===== config.mk =====
export PLATFORM = sky130hd
export DESIGN_NAME = sd_pic_unpack_flat
export DESIGN_NICKNAME = d
export VERILOG_FILES = /design/src/rtl/sd_pic_unpack_if.sv /design/src/rtl/sd_pic_unpack.sv /design/src/flat_wrapper.sv
export SDC_FILE = /design/constraint.sdc
export NUM_CORES = 1
export LEC_CHECK = 0
export BUFFER_PORTS_ARGS = -buffer_cell sky130_fd_sc_hd__buf_4
export CORE_MARGIN = 3
export CORE_UTILIZATION = 40
export DETAILED_ROUTE_END_ITERATION = 6
export HOLD_SLACK_MARGIN = 0.03
export SLEW_MARGIN = 20
export SYNTH_ARGS = -nofsm -noshare
export SYNTH_HDL_FRONTEND = slang
export SYNTH_SLANG_ARGS = --single-unit
export TNS_END_PERCENT = 50

===== constraint.sdc =====
create_clock -name SD_clk -period 3.1 [get_ports SD_clk]
set_input_delay 0 -clock SD_clk [delete_from_list [all_inputs] [get_ports SD_clk]]
set_output_delay 0 -clock SD_clk [all_outputs]
set_load 0.1 [all_outputs]

===== src/rtl/sd_pic_unpack_if.sv =====
// Byte-stream input and image-buffer write port of the SD picture unpacker.
// The master side feeds card bytes; the slave side (the unpacker) drives the writes.
interface sd_pic_unpack_if;
  logic       init;
  logic       byte_valid;
  logic [7:0] byte_data;
  logic       read_done;
  logic       wr_en;
  logic [9:0] wr_addr;
  logic [7:0] wr_data;
  logic       frame_done;
  logic       frame_err;
  logic       busy;

  modport master (
    output init, byte_valid, byte_data, read_done,
    input  wr_en, wr_addr, wr_data, frame_done, frame_err, busy
  );

  modport slave (
    input  init, byte_valid, byte_data, read_done,
    output wr_en, wr_addr, wr_data, frame_done, frame_err, busy
  );
endinterface


===== src/rtl/sd_pic_unpack.sv =====
// Turns a raw 8-bit BMP byte stream from the SD card into raster-ordered
// pixel writes for the 28x28 image buffer, with optional invert/binarize.
module sd_pic_unpack #(
  parameter int IMG_W     = 28,
  parameter int IMG_H     = 28,
  parameter int HDR_BYTES = 1078,
  parameter int BOTTOM_UP = 1,
  parameter int INVERT    = 1,
  parameter int BINARIZE  = 0,
  parameter int THRESH    = 128
) (
  input  logic             SD_clk,
  input  logic             rst_n,
  sd_pic_unpack_if.slave   bus
);

  localparam int STRIDE = ((IMG_W + 3) / 4) * 4;
  localparam int PAD    = STRIDE - IMG_W;

  localparam logic [10:0] HDR_LAST   = 11'((HDR_BYTES > 0) ? HDR_BYTES - 1 : 0);
  localparam logic [10:0] PAD_LAST   = 11'((PAD > 0) ? PAD - 1 : 0);
  localparam logic [4:0]  COL_LAST   = 5'(IMG_W - 1);
  localparam logic [4:0]  ROW_LAST   = 5'(IMG_H - 1);
  localparam logic [9:0]  ROW_LAST_A = 10'(IMG_H - 1);
  localparam logic [9:0]  IMG_W_A    = 10'(IMG_W);
  localparam logic [7:0]  THRESH_B   = 8'(THRESH);

  typedef enum logic [2:0] {S_IDLE, S_HDR, S_PIX, S_PAD, S_DONE} state_t;

  state_t      r_state, w_next;
  logic [10:0] r_cnt, w_cnt;
  logic [4:0]  r_row, w_row;
  logic [4:0]  r_col, w_col;
  logic        r_rd_d;
  logic        r_wr_en;
  logic [9:0]  r_wr_addr;
  logic [7:0]  r_wr_data;
  logic        r_frame_done;
  logic        r_frame_err;

  logic        w_acc, w_rd_rise, w_last;
  logic        w_wr, w_fd, w_err_set, w_err_clr;
  logic [9:0]  w_row_eff, w_addr;
  logic [7:0]  w_pix;

  // Invert first, then threshold the inverted value.
  function automatic logic [7:0] f_proc(input logic [7:0] b);
    logic [7:0] v;
    v = (INVERT != 0) ? ~b : b;
    if (BINARIZE != 0) v = (v >= THRESH_B) ? 8'hFF : 8'h00;
    return v;
  endfunction

  assign w_acc     = bus.byte_valid & bus.init;
  assign w_rd_rise = bus.read_done & ~r_rd_d;
  assign w_last    = (r_row == ROW_LAST) && (r_col == COL_LAST);
  assign w_row_eff = (BOTTOM_UP != 0) ? (ROW_LAST_A - {5'd0, r_row}) : {5'd0, r_row};
  assign w_addr    = w_row_eff * IMG_W_A + {5'd0, r_col};
  assign w_pix     = f_proc(bus.byte_data);

  always_comb begin
    w_next    = r_state;
    w_cnt     = r_cnt;
    w_row     = r_row;
    w_col     = r_col;
    w_wr      = 1'b0;
    w_fd      = 1'b0;
    w_err_set = 1'b0;
    w_err_clr = 1'b0;
    case (r_state)
      S_IDLE: begin
        if (bus.init) begin
          w_cnt     = '0;
          w_row     = '0;
          w_col     = '0;
          w_err_clr = 1'b1;
          w_next    = (HDR_BYTES == 0) ? S_PIX : S_HDR;
        end
      end
      S_HDR: begin
        if (!bus.init) begin
          w_next = S_IDLE;
        end else if (w_rd_rise) begin
          w_err_set = 1'b1;
          w_next    = S_IDLE;
        end else if (w_acc) begin
          if (r_cnt == HDR_LAST) begin
            w_cnt  = '0;
            w_next = S_PIX;
          end else begin
            w_cnt = r_cnt + 11'd1;
          end
        end
      end
      S_PIX: begin
        // A last pixel arriving together with read_done still completes the frame.
        if (!bus.init) begin
          w_next = S_IDLE;
        end else if (w_rd_rise && !(w_acc && w_last)) begin
          w_err_set = 1'b1;
          w_next    = S_IDLE;
        end else if (w_acc) begin
          w_wr = 1'b1;
          if (w_last) begin
            w_fd   = 1'b1;
            w_next = S_DONE;
          end else if (r_col == COL_LAST) begin
            w_col = '0;
            if (PAD > 0) begin
              w_cnt  = '0;
              w_next = S_PAD;
            end else begin
              w_row = r_row + 5'd1;
            end
          end else begin
            w_col = r_col + 5'd1;
          end
        end
      end
      S_PAD: begin
        if (!bus.init) begin
          w_next = S_IDLE;
        end else if (w_rd_rise) begin
          w_err_set = 1'b1;
          w_next    = S_IDLE;
        end else if (w_acc) begin
          if (r_cnt == PAD_LAST) begin
            w_cnt  = '0;
            w_row  = r_row + 5'd1;
            w_next = S_PIX;
          end else begin
            w_cnt = r_cnt + 11'd1;
          end
        end
      end
      S_DONE: begin
        if (!bus.init || w_rd_rise) w_next = S_IDLE;
      end
      default: w_next = S_IDLE;
    endcase
  end

  always_ff @(posedge SD_clk or negedge rst_n) begin
    if (!rst_n) begin
      r_state      <= S_IDLE;
      r_cnt        <= '0;
      r_row        <= '0;
      r_col        <= '0;
      r_rd_d       <= 1'b0;
      r_wr_en      <= 1'b0;
      r_wr_addr    <= '0;
      r_wr_data    <= '0;
      r_frame_done <= 1'b0;
      r_frame_err  <= 1'b0;
    end else begin
      r_state      <= w_next;
      r_cnt        <= w_cnt;
      r_row        <= w_row;
      r_col        <= w_col;
      r_rd_d       <= bus.read_done;
      r_wr_en      <= w_wr;
      r_frame_done <= w_fd;
      if (w_wr) begin
        r_wr_addr <= w_addr;
        r_wr_data <= w_pix;
      end
      if (w_err_clr)      r_frame_err <= 1'b0;
      else if (w_err_set) r_frame_err <= 1'b1;
    end
  end

  assign bus.wr_en      = r_wr_en;
  assign bus.wr_addr    = r_wr_addr;
  assign bus.wr_data    = r_wr_data;
  assign bus.frame_done = r_frame_done;
  assign bus.frame_err  = r_frame_err;
  assign bus.busy       = (r_state == S_HDR) || (r_state == S_PIX) || (r_state == S_PAD);

endmodule


===== src/flat_wrapper.sv =====
// flat-port wrapper written by rule: the top's interface ports become plain ports
module sd_pic_unpack_flat 
#(
  parameter int IMG_W     = 28,
  parameter int IMG_H     = 28,
  parameter int HDR_BYTES = 1078,
  parameter int BOTTOM_UP = 1,
  parameter int INVERT    = 1,
  parameter int BINARIZE  = 0,
  parameter int THRESH    = 128
)
  (SD_clk, rst_n, bus_init, bus_byte_valid, bus_byte_data, bus_read_done, bus_wr_en, bus_wr_addr, bus_wr_data, bus_frame_done, bus_frame_err, bus_busy);
  sd_pic_unpack_if bus_i ();
  input  logic SD_clk;
  input  logic rst_n;
  input wire logic [$bits(bus_i.init)-1:0] bus_init;
  input wire logic [$bits(bus_i.byte_valid)-1:0] bus_byte_valid;
  input wire logic [$bits(bus_i.byte_data)-1:0] bus_byte_data;
  input wire logic [$bits(bus_i.read_done)-1:0] bus_read_done;
  output wire logic [$bits(bus_i.wr_en)-1:0] bus_wr_en;
  output wire logic [$bits(bus_i.wr_addr)-1:0] bus_wr_addr;
  output wire logic [$bits(bus_i.wr_data)-1:0] bus_wr_data;
  output wire logic [$bits(bus_i.frame_done)-1:0] bus_frame_done;
  output wire logic [$bits(bus_i.frame_err)-1:0] bus_frame_err;
  output wire logic [$bits(bus_i.busy)-1:0] bus_busy;
  assign bus_i.init = bus_init;
  assign bus_i.byte_valid = bus_byte_valid;
  assign bus_i.byte_data = bus_byte_data;
  assign bus_i.read_done = bus_read_done;
  assign bus_wr_en = bus_i.wr_en;
  assign bus_wr_addr = bus_i.wr_addr;
  assign bus_wr_data = bus_i.wr_data;
  assign bus_frame_done = bus_i.frame_done;
  assign bus_frame_err = bus_i.frame_err;
  assign bus_busy = bus_i.busy;
  sd_pic_unpack #(.IMG_W(IMG_W), .IMG_H(IMG_H), .HDR_BYTES(HDR_BYTES), .BOTTOM_UP(BOTTOM_UP), .INVERT(INVERT), .BINARIZE(BINARIZE), .THRESH(THRESH)) u_core (.SD_clk(SD_clk), .rst_n(rst_n), .bus(bus_i));
endmodule

==> out/results.ini <==
[outcome]
status=finished, final reports clean

[synth]
synth_top_family_by_area=simple AND/OR/NAND/NOR gates
synthMuxAreaShare_pct=3.35
syn_inst=317
avgSynthCellArea_um2=8.94
async_reset_ff_share_pct=100
yosysSeqAreaShare_pct=40.6
ys_ff_latch=46
synth_compound_area_share_pct=15.3
syn-num-nets=350
synthFlopType=dfrtp_1
netlist_area_mm2=0.00284
synthAdderAreaFrac_pct=9.89
synth_edf_count=0
synth_xor_area_share_pct=3.40
synth.distinct_cells=49
yosys_warnings=0
yosys.area_share.simple_pct=23.1

[placed_design]
place_ws_ns=0.199
detailed_place_hpwl_um=4360
io_buffers=34
placed_cell_area_mm2=0.00320
gp_congestion=0.804

[timing]
skew_ns=0.00487
whs_ns=0.0660
fin_setup_tns_ns=0
setup_ws_ns=0.244
relSlewSlack_pct=58.1
layout_min_cycle_time_ns=2.86
drv_slew=0
min_period_over_period_pct=92.1
tightest_slew_ns=0.626
max_freq_mhz=350
finalSetupViolCount=0
hold_viol=0
rsz0062_at_grt=false

[layout]
layout-drive-gt1-share_pct=16.3
design_area_mm2=0.00340
final_cell_mix=51 x nand2_1, 46 x dfrtp_1, 37 x buf_4
syn2layout_area_growth_pct=19.9
layout.nets=396
antenna_cells=0
final_common_cell=nand2_1

[setup_path]
cp-start-kind=register
rr_worst_depth=11
worstPathArrival_ns=3.09
worstReg2RegStart=u_core.r_row[2]$_DFFE_PN0P_
required_ns=3.33
crit_type=reg2reg
r2r_end=u_core.bus.wr_addr[9]$_DFFE_PN0P_
r2r_slack_ns=0.24
crit_path_end_kind=register
critical_path.max_fanout=8

[floorplanning]
start_util_pct=41.5
ios=35
die-area_mm2=0.00813
die-width_um=90.2
rows=30
coreArea_mm2=0.00683
die_y_um=90.2

[grt]
use_met2_pct=25.9
grt-busiest-layer=met2
grt_remaining_overflow=0
grt_pass1_vias=2318
grtUsageMet3_pct=3.43
grt_max_degree=47
antenna_found_initial=0
grt_pass1_wl_um=11000
grt_util_met1_pct=22.1
track_usage_pct=16.0

[detailed_routing]
firstDrtPassIters=4
routed_wirelength_um=6100
vias_per_cell=5.10
drc_errors=0
wl_per_cell_um=13.3
num_vias=2343
ant_nets=0
drtIter0Drc=142

[power]
p_per_area_mw_per_mm2=898
ir_drop_mv=0.655
p_leak_nw=1.62

[clocking]
cts_inserted_buffers=5
clk_pin_slew_ns=0.09
cts.sinks=46
cts_root_buf=clkbuf_8
clk-insertion-delay-late_ns=0.29
cts_tree=yes
cts.path.max_buffers=2
h-tree-depth=2
post-cts-setup-buffers=0

[min_path]
min_to=u_core.r_col[0]$_DFFE_PN0P_
holdCritStartpoint=bus_byte_valid
whs_path_depth=3
min_path_type=in2reg

[run]
drv_cap=0

==> repair_timing <==
action | CTS | global route
gates resized for setup | 0 | 1
endpoints found under the hold margin | 56 | 0
endpoints found under the setup margin | 0 | 1
hold buffers | 12 | 0
==> per-stage QoR <==
step                      utilization [%]  std cells  power [mW]
after global routing                 49.8        459        3.27
after detailed placement             46.8        440        2.69
final                                49.8        459        3.05
after floorplan                         -        317        2.31
after global placement               46.8        440        2.68
after CTS                            49.7        459        3.07
==> state kept, by name, summed over array words and instances (netlist names) <==
register	count
u_core.r_cnt	11
u_core.r_row	5
u_core.r_rd_d	1
u_core.bus.wr_en	1
u_core.bus.wr_addr	10
u_core.bus.frame_done	1
u_core.r_col	5
u_core.bus.frame_err	1
u_core.r_state	3
u_core.bus.wr_data	8
==> synthesized netlist by cell type (3+ instances only) <==
| cell type | instances | area, um2 |
|---|---|---|
| nand2_1 | 51 | 191 |
| dfrtp_1 | 46 | 1150 |
| o21ai_0 | 25 | 125 |
| inv_1 | 23 | 86.3 |
| nor2_1 | 19 | 71.3 |
| ha_1 | 16 | 200 |
| nand3_1 | 14 | 70.1 |
| clkbuf_1 | 10 | 37.5 |
| a31oi_1 | 8 | 50.1 |
| a21oi_1 | 7 | 35.0 |
| or2_2 | 6 | 37.5 |
| xnor2_1 | 6 | 52.6 |
| mux2i_1 | 5 | 50.1 |
| nand2b_1 | 5 | 31.3 |
| nand3b_1 | 5 | 37.5 |
| nor3_1 | 5 | 25.0 |
| o22ai_1 | 5 | 31.3 |
| xor2_1 | 5 | 43.8 |
| fa_1 | 4 | 80.1 |
| mux2_2 | 4 | 45.0 |
| o31ai_1 | 4 | 30.0 |
| a21o_1 | 3 | 22.5 |
| and2_1 | 3 | 18.8 |
| nand4_1 | 3 | 18.8 |
| nor2b_1 | 3 | 18.8 |
| o211ai_1 | 3 | 22.5 |
| or3_1 | 3 | 18.8 |
| or4_1 | 3 | 22.5 |
==> layout make-up <==
class | count | area (um2)
multi-input combinational | 238 | 1570
clock buffer | 5 | 68.8
sequential | 46 | 1150
clock inverter | 2 | 10.0
tap | 96 | 120
inverter | 23 | 86.3
fill | 648 | 3430
timing repair buffer | 49 | 398
==> worst max-delay path, stage by stage, from the launching register on <==
cell	delay [ns]
dfrtp_1	0.49
ha_1	0.27
xnor2_1	0.17
inv_1	0.08
fa_1	0.50
inv_1	0.04
ha_1	0.31
nor2_1	0.05
a21oi_1	0.15
xnor2_1	0.12
or4_1	0.51
nand3_1	0.10
==> metal layers <==
| layer | share of wire, % | routed length (um) | up-vias |
|---|---|---|---|
| met1 | 50 | 3060 | 1090 |
| li1 | - | - | 1200 |
| met4 | 0.97 | 59 | 0 |
| met3 | 3.7 | 223 | 4 |
| met5 | 0 | 0 | - |
| met2 | 45 | 2750 | 49 |
==> where the power goes <==
| group | total, mW | switching [mW] | internal (mW) | leakage (nW) |
|---|---|---|---|---|
| combinational | 1.85 | 1.34 | 0.505 | 0.952 |
| sequential | 0.854 | 0.122 | 0.732 | 0.620 |
| clock | 0.351 | 0.199 | 0.152 | 0.0438 |
| total | 3.05 | 1.66 | 1.39 | 1.62 |
==> worst max path at each step <==
stage | cells after the start | to | start | slack, ns
6_report | 11 | u_core.bus.wr_addr[9]$_DFFE_PN0P_ | u_core.r_row[2]$_DFFE_PN0P_ | 0.24
5_1_grt | 11 | u_core.bus.wr_addr[9]$_DFFE_PN0P_ | u_core.r_row[3]$_DFFE_PN0P_ | 0.005
4_1_cts | 10 | u_core.bus.wr_addr[9]$_DFFE_PN0P_ | u_core.r_row[1]$_DFFE_PN0P_ | 0.17
3_5_place_dp | 10 | u_core.bus.wr_addr[9]$_DFFE_PN0P_ | u_core.r_row[1]$_DFFE_PN0P_ | 0.20
3_3_place_gp | 10 | u_core.bus.wr_addr[9]$_DFFE_PN0P_ | u_core.r_row[1]$_DFFE_PN0P_ | 0.27
2_1_floorplan | 11 | u_core.bus.wr_addr[9]$_DFFE_PN0P_ | u_core.r_row[2]$_DFFE_PN0P_ | 0.30
==> logic make-up (layout without fill, tap and decap cells) <==
family	Yosys count	count (layout)
DFF	46	46
muxes	9	9
and+or+nand+nor	130	130
buffers and inverters	33	79
AOI/OAI and AO/OA	68	68
adders and majority gates	20	20
xor gates and xnor gates	11	11
Power figures use the tool's default switching activity.
